$ cat src/rtl/freq_counter_pkg.sv
// Shared types and constants for the auto-scaled low-frequency counter.
package freq_counter_pkg;

  localparam int unsigned DEFAULT_COUNT_W = 32;
  localparam int unsigned CLK_FREQ_HZ     = 100_000_000;

  typedef enum logic [1:0] {
    ST_IDLE,
    ST_WAIT_EDGE,
    ST_COUNT,
    ST_DONE
  } period_state_t;

endpackage

$ cat src/rtl/period_counter_if.sv
// Request/result bundle between the period counter and its controller.
interface period_counter_if
  import freq_counter_pkg::*;
#(
  parameter int unsigned COUNT_W = DEFAULT_COUNT_W
);

  logic               start_i;
  logic               signal_i;
  logic               ready_o;
  logic               done_o;
  logic               timeout_o;
  logic [COUNT_W-1:0] period_o;

  modport master (
    output start_i,
    output signal_i,
    input  ready_o,
    input  done_o,
    input  timeout_o,
    input  period_o
  );

  modport slave (
    input  start_i,
    input  signal_i,
    output ready_o,
    output done_o,
    output timeout_o,
    output period_o
  );

endinterface

$ cat src/rtl/period_counter_edge_detector.sv
// Two-flop synchroniser followed by a registered rising-edge detector.
module edge_detector (
  input  logic clk_i,
  input  logic reset_i,
  input  logic signal_i,
  output logic edge_tick_o
);

  logic r_sync1;
  logic r_sync2;
  logic r_prev;
  logic r_tick;

  always_ff @(posedge clk_i) begin
    if (reset_i) begin
      r_sync1 <= 1'b0;
      r_sync2 <= 1'b0;
      r_prev  <= 1'b0;
      r_tick  <= 1'b0;
    end else begin
      r_sync1 <= signal_i;
      r_sync2 <= r_sync1;
      r_prev  <= r_sync2;
      r_tick  <= r_sync2 & ~r_prev;
    end
  end

  assign edge_tick_o = r_tick;

endmodule

$ cat src/rtl/period_counter.sv
// Measures the rising-edge-to-rising-edge period of signal_i in clk_i cycles.
module period_counter
  import freq_counter_pkg::*;
#(
  parameter int unsigned COUNT_W        = DEFAULT_COUNT_W,
  parameter int unsigned TIMEOUT_CYCLES = 100_000_000
) (
  input  logic             clk_i,
  input  logic             reset_i,
  period_counter_if.slave  bus
);

  localparam logic [COUNT_W-1:0] CNT_LAST = COUNT_W'(TIMEOUT_CYCLES - 1);

  period_state_t      r_state;
  period_state_t      w_state_nxt;
  logic [COUNT_W-1:0] r_cnt;
  logic [COUNT_W-1:0] w_cnt_nxt;
  logic [COUNT_W-1:0] r_period;
  logic [COUNT_W-1:0] w_period_nxt;
  logic               r_timeout;
  logic               w_timeout_nxt;
  logic               r_done;
  logic               r_ready;
  logic               w_tick;

  edge_detector u_edge (
    .clk_i       (clk_i),
    .reset_i     (reset_i),
    .signal_i    (bus.signal_i),
    .edge_tick_o (w_tick)
  );

  always_ff @(posedge clk_i) begin
    if (reset_i) begin
      r_state   <= ST_IDLE;
      r_cnt     <= '0;
      r_period  <= '0;
      r_timeout <= 1'b0;
      r_done    <= 1'b0;
      r_ready   <= 1'b1;
    end else begin
      r_state   <= w_state_nxt;
      r_cnt     <= w_cnt_nxt;
      r_period  <= w_period_nxt;
      r_timeout <= w_timeout_nxt;
      r_done    <= (w_state_nxt == ST_DONE);
      r_ready   <= (w_state_nxt == ST_IDLE);
    end
  end

  // An edge in the same cycle as the timeout takes priority.
  always_comb begin
    w_state_nxt   = r_state;
    w_cnt_nxt     = r_cnt;
    w_period_nxt  = r_period;
    w_timeout_nxt = r_timeout;
    case (r_state)
      ST_IDLE: begin
        if (bus.start_i) begin
          w_cnt_nxt     = '0;
          w_period_nxt  = '0;
          w_timeout_nxt = 1'b0;
          w_state_nxt   = ST_WAIT_EDGE;
        end
      end
      ST_WAIT_EDGE: begin
        w_cnt_nxt = r_cnt + COUNT_W'(1);
        if (w_tick) begin
          w_cnt_nxt   = '0;
          w_state_nxt = ST_COUNT;
        end else if (r_cnt == CNT_LAST) begin
          w_timeout_nxt = 1'b1;
          w_state_nxt   = ST_DONE;
        end
      end
      ST_COUNT: begin
        w_cnt_nxt = r_cnt + COUNT_W'(1);
        if (w_tick) begin
          w_period_nxt = r_cnt + COUNT_W'(1);
          w_state_nxt  = ST_DONE;
        end else if (r_cnt == CNT_LAST) begin
          w_timeout_nxt = 1'b1;
          w_period_nxt  = '0;
          w_state_nxt   = ST_DONE;
        end
      end
      ST_DONE: w_state_nxt = ST_IDLE;
      default: w_state_nxt = ST_IDLE;
    endcase
  end

  assign bus.ready_o   = r_ready;
  assign bus.done_o    = r_done;
  assign bus.timeout_o = r_timeout;
  assign bus.period_o  = r_period;

endmodule

$ cat src/flat_wrapper.sv
// flat-port wrapper written by rule: the top's interface ports become plain ports
module period_counter_flat import freq_counter_pkg::*;
#(
  parameter int unsigned COUNT_W        = DEFAULT_COUNT_W,
  parameter int unsigned TIMEOUT_CYCLES = 100_000_000
)
  (clk_i, reset_i, bus_start_i, bus_signal_i, bus_ready_o, bus_done_o, bus_timeout_o, bus_period_o);
  period_counter_if #(.COUNT_W(COUNT_W)) bus_i ();
  input  logic clk_i;
  input  logic reset_i;
  input wire logic [$bits(bus_i.start_i)-1:0] bus_start_i;
  input wire logic [$bits(bus_i.signal_i)-1:0] bus_signal_i;
  output wire logic [$bits(bus_i.ready_o)-1:0] bus_ready_o;
  output wire logic [$bits(bus_i.done_o)-1:0] bus_done_o;
  output wire logic [$bits(bus_i.timeout_o)-1:0] bus_timeout_o;
  output wire logic [$bits(bus_i.period_o)-1:0] bus_period_o;
  assign bus_i.start_i = bus_start_i;
  assign bus_i.signal_i = bus_signal_i;
  assign bus_ready_o = bus_i.ready_o;
  assign bus_done_o = bus_i.done_o;
  assign bus_timeout_o = bus_i.timeout_o;
  assign bus_period_o = bus_i.period_o;
  period_counter #(.COUNT_W(COUNT_W), .TIMEOUT_CYCLES(TIMEOUT_CYCLES)) u_core (.clk_i(clk_i), .reset_i(reset_i), .bus(bus_i));
endmodule
$ cat config.mk
export PLATFORM = sky130hd
export DESIGN_NAME = period_counter_flat
export DESIGN_NICKNAME = d
export VERILOG_FILES = /design/src/rtl/freq_counter_pkg.sv /design/src/rtl/period_counter_if.sv /design/src/rtl/period_counter_edge_detector.sv /design/src/rtl/period_counter.sv /design/src/flat_wrapper.sv
export SDC_FILE = /design/constraint.sdc
export NUM_CORES = 1
export LEC_CHECK = 0
export BUFFER_PORTS_ARGS = -buffer_cell sky130_fd_sc_hd__buf_4
export CORE_ASPECT_RATIO = 1.4
export CORE_MARGIN = 2
export CORE_UTILIZATION = 63
export CTS_CLUSTER_SIZE = 12
export DETAILED_ROUTE_END_ITERATION = 6
export GPL_ROUTABILITY_DRIVEN = 0
export PLACE_DENSITY = 0.89
export SLEW_MARGIN = 5
export SYNTH_ARGS = -nofsm -noshare
export SYNTH_HDL_FRONTEND = slang
export SYNTH_HIERARCHICAL = 1
export SYNTH_SLANG_ARGS = --single-unit
$ cat constraint.sdc
create_clock -name clk_i -period 4.5 [get_ports clk_i]
set_input_delay 0.45 -clock clk_i [delete_from_list [all_inputs] [get_ports clk_i]]
set_output_delay 0.45 -clock clk_i [all_outputs]
set_load 0.01 [all_outputs]
## After elaboration in Yosys (flattened, before gate mapping)

Index checks and enable logic that the tools add are counted.

| operators by class | value |
|---|---|
| bitwise operators | 2 |
| equal/unequal tests | 9 |
| add/subtract/negate cells | 1 |
| multiplexer cells | 15 |
| reduce and logical (&&, ||, !) cells | 9 |

Operator list:

| kind | count |
|---|---|
| $mux 32 | 4 |
| $pmux 32 s3 | 1 |
| $pmux 32 s2 | 1 |
| $add 32x1->32 const B | 1 |
| $eq 32x27->1 const B | 1 |
| $mux 2 | 4 |
| $pmux 2 s4 | 1 |
| $eq 2x2->1 const B | 3 |
| $logic_not 2->1 | 2 |
| $ne 2x2->1 const B | 2 |
| $reduce_and 4->1 | 1 |
| $reduce_bool 2->1 | 2 |
| $mux 1 | 3 |
| $ne 3x2->1 const B | 1 |
| $reduce_and 3->1 | 1 |
| $reduce_bool 3->1 | 1 |
| $eq 2x1->1 const B | 1 |
| $ne 2x1->1 const B | 1 |
| $pmux 1 s2 | 1 |
| $reduce_and 2->1 | 1 |
| $reduce_or 2->1 | 1 |
| $and 1x1->1 | 1 |
| $not 1->1 | 1 |

| word-level totals | value |
|---|---|
| bits in registers | 73 |
| word-level logic and storage cells | 46 |

## Depth between registers and ports, before layout

| logic depth | value |
|---|---|
| word-level depth | 5 |
| depth in mapped cells | 9 |

## Modules after synthesis

The synthesis kept the hierarchy.

By module, submodules not included:

| module | area each (um^2) | instances | cells each |
|---|---|---|---|
| period_counter | 3509.6 | 1 | 402 |
| edge_detector | 111.4 | 1 | 8 |

## Worst setup path before layout

OpenSTA, ideal clock, no wires.

| path | value |
|---|---|
| path kind | register to register |
| start point | register u_core.r_state[0] |
| end point | register u_core.r_cnt[26] |
| setup slack | 2.450 ns |
| arrival time | 1.988 ns |
| cell stages (with the launch flop) | 10 |
| setup time | 0.062 ns |
| path buffers | 2 |
| cell sequence | dfxtp_1 -> inv_1 -> ha_1 -> buf_2 -> nand2b_1 -> o2111ai_2 -> or2_2 -> clkbuf_1 -> or3_1 -> nand3_1 |

| between the ends | value |
|---|---|
| word-level cells in the longest chain between the ends | 3 |

RTL lines:

| item | RTL line | RTL |
|---|---|---|
| start, declared | period_counter.sv:15 | `period_state_t r_state;` |
| start signal, assigned | period_counter.sv:43 | `r_state <= w_state_nxt;` |
| $eq 2x1->1 (tied with other cells) | period_counter.sv:58 | `case (r_state)` |
| $reduce_bool 3->1 (no source line) or $ne 2x2->1 (tied branches) | n/a |  |
| $reduce_and 2->1 (no source line) | n/a |  |
| end signal, assigned | period_counter.sv:44 | `r_cnt <= w_cnt_nxt;` |
| end, declared | period_counter.sv:17 | `logic [COUNT_W-1:0] r_cnt;` |

Several ways; a longest one is shown, not always the timed one.
A chain may end at the register's enable or synchronous reset.

## Final worst setup path

| path | value |
|---|---|
| start point | register u_core.r_state[1] |
| end point | register u_core.r_cnt[19] |

Same word-level chain as after synthesis.

==> flow_summary.toml <==
[sta]
setup_ws_ps = 1970
worst_slew_pin_slew_ps = 831
fin_skew_ps = 7.63
finalHoldViolations = 0
fmax_mhz = 395
rsz0062_at_grt = "false"
slew_viol_final = 0
fin_hold_ws_ps = 300
tns_ps = 0
fin_crit_ps = 2530
setup_viol = 0
slew_headroom_pct = 44.4
period_share_pct = 56.3

[layout]
drive_above_1_share_pct = 15.3
final.fill_count = 420
multiInputGateArea_um2 = 1980
area_delta_synth_final_pct = 12.5
stdcell_count = 505
regArea_um2 = 1460
nets = 441
stdcell_area_um2 = 4070
post-route-util_pct = 73.7
antenna_cells = 0

[synth]
synth.most_common_cell = "dfxtp_1"
yosys_warnings = 6
synth-seq-cells = 73
synth_flop_cell = "dfxtp_1"
synth_edf_count = 0
synth_common_cells = "dfxtp_1, a21oi_1, o2bb2ai_1, o21ai_0, nor2_1"
ys_seq_area_share_pct = 40.4
synth_area_per_cell_um2 = 8.83
yosys-top-cells-area = "dfxtp_1, o2bb2ai_1, a21oi_1, xnor2_1, o21ai_0"
async_flop_share_pct = 0
syn-num-nets = 419
post-synth-top-area-cell = "dfxtp_1"
yosys.area.top_type_share_pct = 40.4
ys_types = 47
netlist_area_um2 = 3620
syn_inst = 410

[grt]
grt_max_degree = 37
gr-total-overflow = 0
antenna_found_initial = 0
grt_pass1_wl_um = 13500
grt_pass1_vias = 2989
grt_usage_pct = 28.3

[drt]
drt_iter0_drc = 298
ant_nets = 0
num_vias = 3245
wl_per_cell_um = 16.7
wl_um = 8410
post-route-drc-count = 0
first_pass_iters = 5
vias_per_cell = 6.43

[worst_setup_path]
cp_slowest_stage_delay_ps = 670
crit_required_ps = 4780
crit_chain = "inv_1 > ha_1 > nand2b_1 > o2111ai_2 > buf_4 > nor2_1 > o21ai_0 > a31oi_1"
r2r_start = "u_core/r_state[1]"
cp-end-kind = "flop"
cp_max_fo = 36
worst-setup-path-type = "reg2reg"
crit_path_start_kind = "flop"
critPathLaunch = "u_core/r_state[1]"
crit_family = "simple AND/OR/NAND/NOR gates"
arrival_ps = 2810
cp_num_buf_inv = 2
critPathSlowestCell = "nor2_1"

[clocking]
cts_repair_resize_count = 0
postCtsSetupRepairBufs = 0
ctsHoldBuffers = 0
cts-root-buf = "clkbuf_8"
cts_buffer_depth = 2
cts.sinks = 73
clk_pin_slew_ps = 80
cts_buffers = 9
cts_tree = "built"
clock_latency_ps = 360
h-tree-depth = 3

[floorplan]
core_area_um2 = 5530
die_area_um2 = 6380
die_w_um = 68.1
initial_core_util_pct = 65.5
die_y_um = 93.7
io_pins = 39
rows = 32

[pwr]
leakage_nw = 1.46
p_per_area_nw_per_um2 = 301
p_int_uw = 927
ir_worst_vdd_mv = 0.247
power.net_switching_uw = 301
p_comb_share_pct = 5.2
switching_share_pct = 24.5
seqPwrFrac_pct = 53.1
power_mw = 1.23
clkPwrFrac_pct = 41.7

[placed_design]
placedCellCount = 489
pre_cts_ws_ps = 2100
dp_hpwl_um = 5850
io_buffers = 38
place_area_um2 = 3880

[run_status]
status = "completed"

[worst_hold_path]
min_path_type = "in2reg"
worstHoldStart = "bus_signal_i"

[run]
maxCapViolCount = 0
## cells in the final DEF (no fill, tap or decap), types with 7 or more instances in the layout
cell | netlist | routed
o21ai_0 | 28 | 28
dfxtp_1 | 73 | 73
nand3_1 | 16 | 16
or3_1 | 17 | 17
inv_1 | 12 | 12
buf_4 | 0 | 41
nor3_1 | 8 | 8
nor2_1 | 19 | 19
xnor2_1 | 17 | 17
nand4_1 | 13 | 13
a21oi_1 | 36 | 36
xor2_1 | 11 | 11
o2bb2ai_1 | 29 | 29
nor4_1 | 7 | 7
a31oi_1 | 9 | 9
nand2_1 | 15 | 15
clkbuf_8 | 0 | 9
## final timing paths
check / end / slack [ps] / depth (start not counted)
min: u_core/u_edge/r_sync1 / 300 / 2
max: u_core/r_cnt[19] / 1970 / 8
min reg2reg: u_core/u_edge/edge_tick_o / 430 / 1
max reg2reg: u_core/r_cnt[19] / 1970 / 8
## worst register-to-register path, cell delays in order (launching register included)
cell and delay [ps]:
dfxtp_1 390, inv_1 90, ha_1 290, nand2b_1 170, o2111ai_2 130, buf_4 250, nor2_1 670, o21ai_0 240
a31oi_1 220
## power by group through the flow
stage,combinational (mW),clock [mW],sequential [mW]
global route,0.0706,0.546,0.653
CTS,0.0626,0.518,0.652
finish,0.0636,0.512,0.652
global placement,0.0600,0,0.667
detailed placement,0.0621,0,0.667
floorplan,0.0456,0,0.667
## cells by family (layout without fill, tap and decap cells)
logic type      count (synthesis)  in the layout  share of synthesized area, %
simple gates                  141            141                          24.5
compound gates                120            120                          21.4
flops                          73             73                          40.4
buf+inv                        42             69                          4.98
xor+xnor                       28             28                          6.77
fa+ha+maj                       5              5                          1.73
mux                             1              1                         0.276
## final cells by class
| cell class | instances | area share (%) |
|---|---|---|
| repair buffers | 41 | 7.56 |
| multi-input cells | 295 | 48.6 |
| clock inverters | 6 | 1.66 |
| flip-flops and latches | 73 | 35.9 |
| inverters | 12 | 1.11 |
| well taps | 68 | 2.09 |
| clock buffers | 10 | 3.13 |
## metal layers
layer / up-vias / share of wire (%) / global-route usage [%]
li1: 1562 / - / -
met5: - / 0 / 0
met3: 36 / 5.4 / 6.24
met4: 0 / 4.3 / 17.8
met1: 1524 / 39 / 32.6
met2: 123 / 51 / 46.3
## flip-flops by register name, summed over array words and instances, names as in the netlist
register and count:
u_core/r_state 2, u_core/u_edge/r_sync1 1, u_core/bus.period_o 32, u_core/bus.done_o 1
u_core/bus.ready_o 1, u_core/u_edge/r_sync2 1, u_core/r_cnt 32, u_core/u_edge/r_prev 1
u_core/bus.timeout_o 1, u_core/u_edge/edge_tick_o 1
No activity file was read; power rests on OpenSTA's default activity.
